<file path="config.mk">
export PLATFORM = sky130hd
export DESIGN_NAME = temp_stim_gen
export DESIGN_NICKNAME = d
export VERILOG_FILES = /design/src/rtl/temp_stim_pkg.sv /design/src/rtl/temp_stim_lfsr.sv /design/src/rtl/temp_stim_gen.sv
export SDC_FILE = /design/constraint.sdc
export NUM_CORES = 1
export LEC_CHECK = 0
export ABC_AREA = 1
export BUFFER_PORTS_ARGS = -buffer_cell sky130_fd_sc_hd__buf_2
export CELL_PAD_IN_SITES_DETAIL_PLACEMENT = 1
export CELL_PAD_IN_SITES_GLOBAL_PLACEMENT = 2
export CORE_AREA = 2 2 83 85
export CTS_CLUSTER_SIZE = 10
export DETAILED_ROUTE_END_ITERATION = 8
export DIE_AREA = 0 0 85 87
export GPL_ROUTABILITY_DRIVEN = 0
export PLACE_DENSITY = 0.82
export REMOVE_ABC_BUFFERS = 1
export SLEW_MARGIN = 20
export SYNTH_ARGS = -nofsm -noshare
export SYNTH_HDL_FRONTEND = slang
export SYNTH_HIERARCHICAL = 1
export SYNTH_SLANG_ARGS = --single-unit
export TNS_END_PERCENT = 5
</file>
<file path="constraint.sdc">
create_clock -name clk -period 1.82 [get_ports clk]
set_input_delay 0.182 -clock clk [delete_from_list [all_inputs] [get_ports clk]]
set_output_delay 0.182 -clock clk [all_outputs]
set_load 0.02 [all_outputs]
</file>
<file path="src/rtl/temp_stim_pkg.sv">
// Shared types, constants and helpers for the temp stimulus generator.
package temp_stim_pkg;

  typedef enum logic [1:0] {COUNT, WALK, LFSR, ZERO} mode_e;
  typedef enum logic [1:0] {IDLE, RUN, DONE} state_e;

  localparam logic [15:0] LFSR_TAPS = 16'hB400;

  // One Galois step: shift right, fold the taps in when a 1 falls out.
  function automatic logic [15:0] lfsr_step(input logic [15:0] s);
    return (s >> 1) ^ (s[0] ? LFSR_TAPS : 16'h0000);
  endfunction

  // A zero seed would lock the LFSR at zero, so it is replaced by 1.
  function automatic logic [15:0] seed_fix(input logic [15:0] s);
    return (s == 16'h0000) ? 16'h0001 : s;
  endfunction

  // Walking one: 1000 rotated right by k mod 4.
  function automatic logic [3:0] walk_vec(input logic [1:0] k);
    return 4'b1000 >> k;
  endfunction

  // The emitted LFSR vector is the low nibble of the state.
  function automatic logic [3:0] lfsr_vec(input logic [15:0] s);
    return s[3:0];
  endfunction

endpackage

</file>
<file path="src/rtl/temp_stim_lfsr.sv">
// 16-bit Galois LFSR that steps only when asked; it keeps its state
// across bursts and is reseeded only by reset.
module temp_stim_lfsr
  import temp_stim_pkg::*;
#(
  parameter logic [15:0] SEED = 16'hACE1
) (
  input  logic        clk,
  input  logic        rst,
  input  logic        adv,
  output logic [15:0] q
);

  localparam logic [15:0] INIT = seed_fix(SEED);

  // State register: reseed on reset, otherwise advance one step per request.
  always_ff @(posedge clk) begin
    if (rst) begin
      q <= INIT;
    end else if (adv) begin
      q <= lfsr_step(q);
    end
  end

endmodule

</file>
<file path="src/rtl/temp_stim_gen.sv">
// Burst stimulus generator for the temp block: emits len vectors in one of
// four patterns after a start request, then a one-cycle done pulse.
// All outputs are registered. LEN_W must be at least 4.
module temp_stim_gen
  import temp_stim_pkg::*;
#(
  parameter logic [15:0] SEED  = 16'hACE1,
  parameter int          LEN_W = 8
) (
  input  logic             clk,
  input  logic             rst,
  input  logic             start,
  input  logic [1:0]       mode,
  input  logic [LEN_W-1:0] len,
  output logic             a,
  output logic             b,
  output logic             c,
  output logic             d,
  output logic             valid,
  output logic             busy,
  output logic             done
);

  localparam logic [LEN_W-1:0] ONE = LEN_W'(1);

  state_e           state;
  state_e           state_next;
  mode_e            mode_q;
  mode_e            mode_next;
  logic [LEN_W-1:0] len_q;
  logic [LEN_W-1:0] len_next;
  logic [LEN_W-1:0] cnt;
  logic [LEN_W-1:0] cnt_next;
  logic             emit;
  mode_e            emit_mode;
  logic [3:0]       emit_k;
  logic             done_next;
  logic [3:0]       vec;
  logic [3:0]       vec_q;
  logic [15:0]      lfsr_q;
  logic             lfsr_adv;

  temp_stim_lfsr #(
    .SEED (SEED)
  ) u_lfsr (
    .clk (clk),
    .rst (rst),
    .adv (lfsr_adv),
    .q   (lfsr_q)
  );

  // Next-state logic: decides whether a vector is emitted this edge, which
  // pattern and index it uses, and how the counter and latches move.
  always_comb begin
    state_next = state;
    mode_next  = mode_q;
    len_next   = len_q;
    cnt_next   = cnt;
    emit       = 1'b0;
    emit_mode  = mode_q;
    emit_k     = cnt[3:0];
    done_next  = 1'b0;
    case (state)
      IDLE: begin
        if (start) begin
          mode_next = mode_e'(mode);
          len_next  = len;
          if (len == '0) begin
            state_next = DONE;
            done_next  = 1'b1;
            cnt_next   = '0;
          end else begin
            emit       = 1'b1;
            emit_mode  = mode_e'(mode);
            emit_k     = 4'd0;
            cnt_next   = ONE;
            state_next = RUN;
          end
        end
      end
      RUN: begin
        if (cnt == len_q) begin
          state_next = DONE;
          done_next  = 1'b1;
        end else begin
          emit     = 1'b1;
          cnt_next = cnt + ONE;
        end
      end
      DONE: begin
        state_next = IDLE;
        cnt_next   = '0;
      end
      default: begin
        state_next = IDLE;
        cnt_next   = '0;
      end
    endcase
  end

  // Pattern selection for the vector about to be emitted.
  always_comb begin
    vec = 4'h0;
    case (emit_mode)
      COUNT:   vec = emit_k;
      WALK:    vec = walk_vec(emit_k[1:0]);
      LFSR:    vec = lfsr_vec(lfsr_q);
      ZERO:    vec = 4'h0;
      default: vec = 4'h0;
    endcase
  end

  assign lfsr_adv = emit && (emit_mode == LFSR);

  // State, counter, burst latches and registered outputs.
  always_ff @(posedge clk) begin
    if (rst) begin
      state  <= IDLE;
      mode_q <= COUNT;
      len_q  <= '0;
      cnt    <= '0;
      vec_q  <= 4'h0;
      valid  <= 1'b0;
      done   <= 1'b0;
    end else begin
      state  <= state_next;
      mode_q <= mode_next;
      len_q  <= len_next;
      cnt    <= cnt_next;
      vec_q  <= emit ? vec : 4'h0;
      valid  <= emit;
      done   <= done_next;
    end
  end

  assign {a, b, c, d} = vec_q;
  assign busy         = (state != IDLE);

endmodule

</file>
==> results.md <==
- Status: completed
- Pre-Repair DR Iteration Count: 4
- Mux contribution to synthesized area: 0%
- Worst relative slew slack: 76.3%
- Share of cells above drive strength 1: between 20 and 25%
- Most used cell, CP: nand2_1
- Netlist Area Pre-Place: 2080 sq um
- Max clock buf depth: 2
- Row cnt: 30
- Reg clk slew, reported paths: 0.10 ns
- Period utilization: 94.7%
- Routed WL: 5220 microns
- RR Startpoint: cnt[7]$_SDFFE_PP0P_
- TritonCTS clock tree: done
- Syn_area_per_cell: approximately 7.4 sq um
- R2R cell count: 10
- Maximum fanout along the worst path: 8
- NumNets Final: 332
- # IOs: 20
- Seq pwr share: 47.8%
- Min-Delay Endpoint: len_q[5]$_SDFFE_PP0P_
- Final slew viol count: 0
- Delay-heaviest family, CP: simple AND/OR/NAND/NOR gates
- Net Sw Frac: 32.6%
- Starting DRC count in detailed routing: 72
- DR vias/cell: 4.66
- Largest net degree at the start of global routing: 19
- Cell Chain, Critical Path: xnor2_1 -> nand2_1 -> nor2_2 -> nand2_1 -> nand2_1 -> a21oi_4 -> buf_6 -> buf_4 -> a21oi_1 -> o21ai_1
- Element type at the critical path end: flop
- Antenna violations before repair: 0
- Die W: 85 microns
- Die H: 87 microns
- DRC viols: 0
- Max-cap violation count: 0
- Sink Count: 42
- Root Driver: clkbuf_8
- Worst-skew pair later-pin latency: 0.31 ns
- Peak VDD IR: 284 uV
- Die area: 7400 sq um
- Vias in the first global route: approximately 1900
- Via count: 1860
- Final Instance Area: 2470 sq um
- Post-route ant nets: 0
- Clock buffer count from CTS: 5
- Clock power frac: 30.8%
- Simple-gate share of the synthesized area: 31.3%
- Crit path launch type: flop
- Final setup fails: 0
- Core area: between 6000 and 7000 sq um
- WP data arrival: 1.92 ns
- Hold Crit Class: in2reg
- Distinct cells, synth: 34
- GRT Total Usage: 15.0%
- Fin crit period: 1.72 ns
- Post-synthesis compound-gate area fraction: a little over an eighth
- CP Class: reg2reg
- Reg2reg end: u_lfsr/q[0]$_SDFFE_PP1P_
- Seq cells post-synth: 42
- Cell count after synthesis: roughly 280
- Static leakage: between 0.001 and 0.0015 uW
- Hold Startpoint: len[5]
- Starting Density: 31.7%
- Diodes inserted: 0
- PD cells: 873 nW/um^2
- I/O Buffers: 19
- Clock skew: 0.0118 ns
- Worst path max stage delay: 0.37 ns
- Synth warnings: 6
- Comb pwr share: between 20% and 30%
- Setup TNS: 0 ns
- First-pass GRT wire length: 8880 microns
- WHS Path Cells: 3
- Post-DP Area: 2310 sq um
- Sw power: 703 uW
- Xor and xnor area share after synthesis: 4.20%
- Worst path required time: 2.02 ns
- Hold-fix buffers at CTS: 0
- Worst slew pin tran: 0.355 ns
- Total grt overflow: 0
- Internal power: 1450 uW
- DP HPWL: 3770 microns
- Area delta synth->final: 18.4%
- Largest family of logic cells by synthesized area: simple AND/OR/NAND/NOR gates
- Post-Synth Adder-Cell Area: less than 1%
- H-Tree Depth: 2
- Wire per inst: about 13 microns
- Sequential area share after synthesis: between 40 and 50%
- Buf/Inv on CP: 2
- Fin. Hold Viols: 0
- Maximum clock rate: 580 MHz
- Register-to-Register Setup Slack: 0.1 ns
- CP max-delay cell: dfxtp_2
layout make-up:
cell class	count	area, sq um
sequential	42	842
inverter	32	125
multi-input combinational	197	1050
tap	80	100
clock inverter	3	26.3
clock buffer	5	68.8
fill	827	4100
timing repair buffer	40	254
per-layer routing:
layer	share of wire, %	track usage, %
met1	52	21.2
met2	44	23.4
met3	2.3	2.56
met4	1.4	4.76
met5	0	0
cells by family after synthesis:
group	Yosys count
compound gates	50
xor+xnor	10
fa+ha+maj	1
buf+inv	42
flops	42
simple gates	136
stage by stage:
stage | utilization, % | setup slack (ns) | cells | hold WS [ns] | power [uW]
5_1_grt | 37.6 | -0.0354 | 399 | 0.139 | 2300
2_1_floorplan | - | -0.544 | 271 | 0.251 | 1330
3_3_place_gp | 35.2 | 0.118 | 386 | 0.427 | 1480
4_1_cts | 36.6 | 0.0145 | 394 | 0.112 | 2160
3_5_place_dp | 35.2 | 0.0265 | 386 | 0.430 | 1490
6_report | 37.6 | 0.0956 | 399 | 0.114 | 2150
cells in the final DEF, fill, tap and decap left out, drive strengths merged:
cell type  Yosys  final
nand3         30     30
ha             1      1
inv           32     35
nand4          2      2
o22ai          1      1
a21oi         25     25
nand2         59     59
dfxtp         42     42
xnor2          6      6
nor3           3      3
buf            6     40
xor2           4      4
nor2          38     38
nor3b          1      1
and2           2      2
o211ai         1      1
or2            1      1
clkbuf         4      5
o21ai         23     23
what timing repair did:
| item | in CTS | in global routing |
|---|---|---|
| setup endpoints to repair | 0 | 15 |
| resized for setup | 0 | 6 |
| setup buffers | 0 | 4 |
synthesized netlist by cell type, drive strengths merged:
cell type  number  area (sq um)
or2             1          6.26
dfxtp          42           841
nand2          59           259
xnor2           6          52.6
nor3b           1          7.51
o22ai           1          6.26
ha              1          12.5
clkbuf          4          17.5
and2            2          12.5
nand3          30           163
inv            32           125
o21ai          23           130
a21oi          25           129
xor2            4          35.0
nor2           38           171
o211ai          1          12.5
nor3            3          20.0
buf             6          70.1
nand4           2          12.5
worst max-delay path by stage:
| stage | start | endpoint | depth (start not counted) |
|---|---|---|---|
| final | cnt[7]$_SDFFE_PP0P_ | u_lfsr/q[0]$_SDFFE_PP1P_ | 10 |
| after global routing | cnt[5]$_SDFFE_PP0P_ | u_lfsr/q[0]$_SDFFE_PP1P_ | 10 |
| after CTS | state[0]$_SDFFE_PP0P_ | u_lfsr/q[14]$_SDFFE_PP0P_ | 11 |
| after detailed placement | state[0]$_SDFFE_PP0P_ | u_lfsr/q[14]$_SDFFE_PP0P_ | 11 |
| after global placement | state[0]$_SDFFE_PP0P_ | u_lfsr/q[14]$_SDFFE_PP0P_ | 10 |
| after floorplan | state[0]$_SDFFE_PP0P_ | u_lfsr/q[14]$_SDFFE_PP0P_ | 10 |
registers in the layout (all words and copies together) (netlist names):
| register | flops |
|---|---|
| mode_q | 2 |
| state | 2 |
| done | 1 |
| valid | 1 |
| cnt | 8 |
| vec_q | 4 |
| u_lfsr/q | 16 |
| len_q | 8 |
power by group through the flow:
stage | clock [uW] | combinational [uW] | sequential (uW)
CTS | 694 | 439 | 1030
finish | 664 | 460 | 1030
global route | 740 | 519 | 1040
floorplan | 0 | 273 | 1050
detailed placement | 0 | 434 | 1050
global placement | 0 | 425 | 1050
worst reg2reg max path, stage by stage, from the launching register on:
cell and delay, ns:
dfxtp_2 0.37, xnor2_1 0.19, nand2_1 0.10, nor2_2 0.12, nand2_1 0.09, nand2_1 0.16, a21oi_4 0.09, buf_6 0.15
buf_4 0.14, a21oi_1 0.13, o21ai_1 0.08
(Power assumes the default switching activity.)
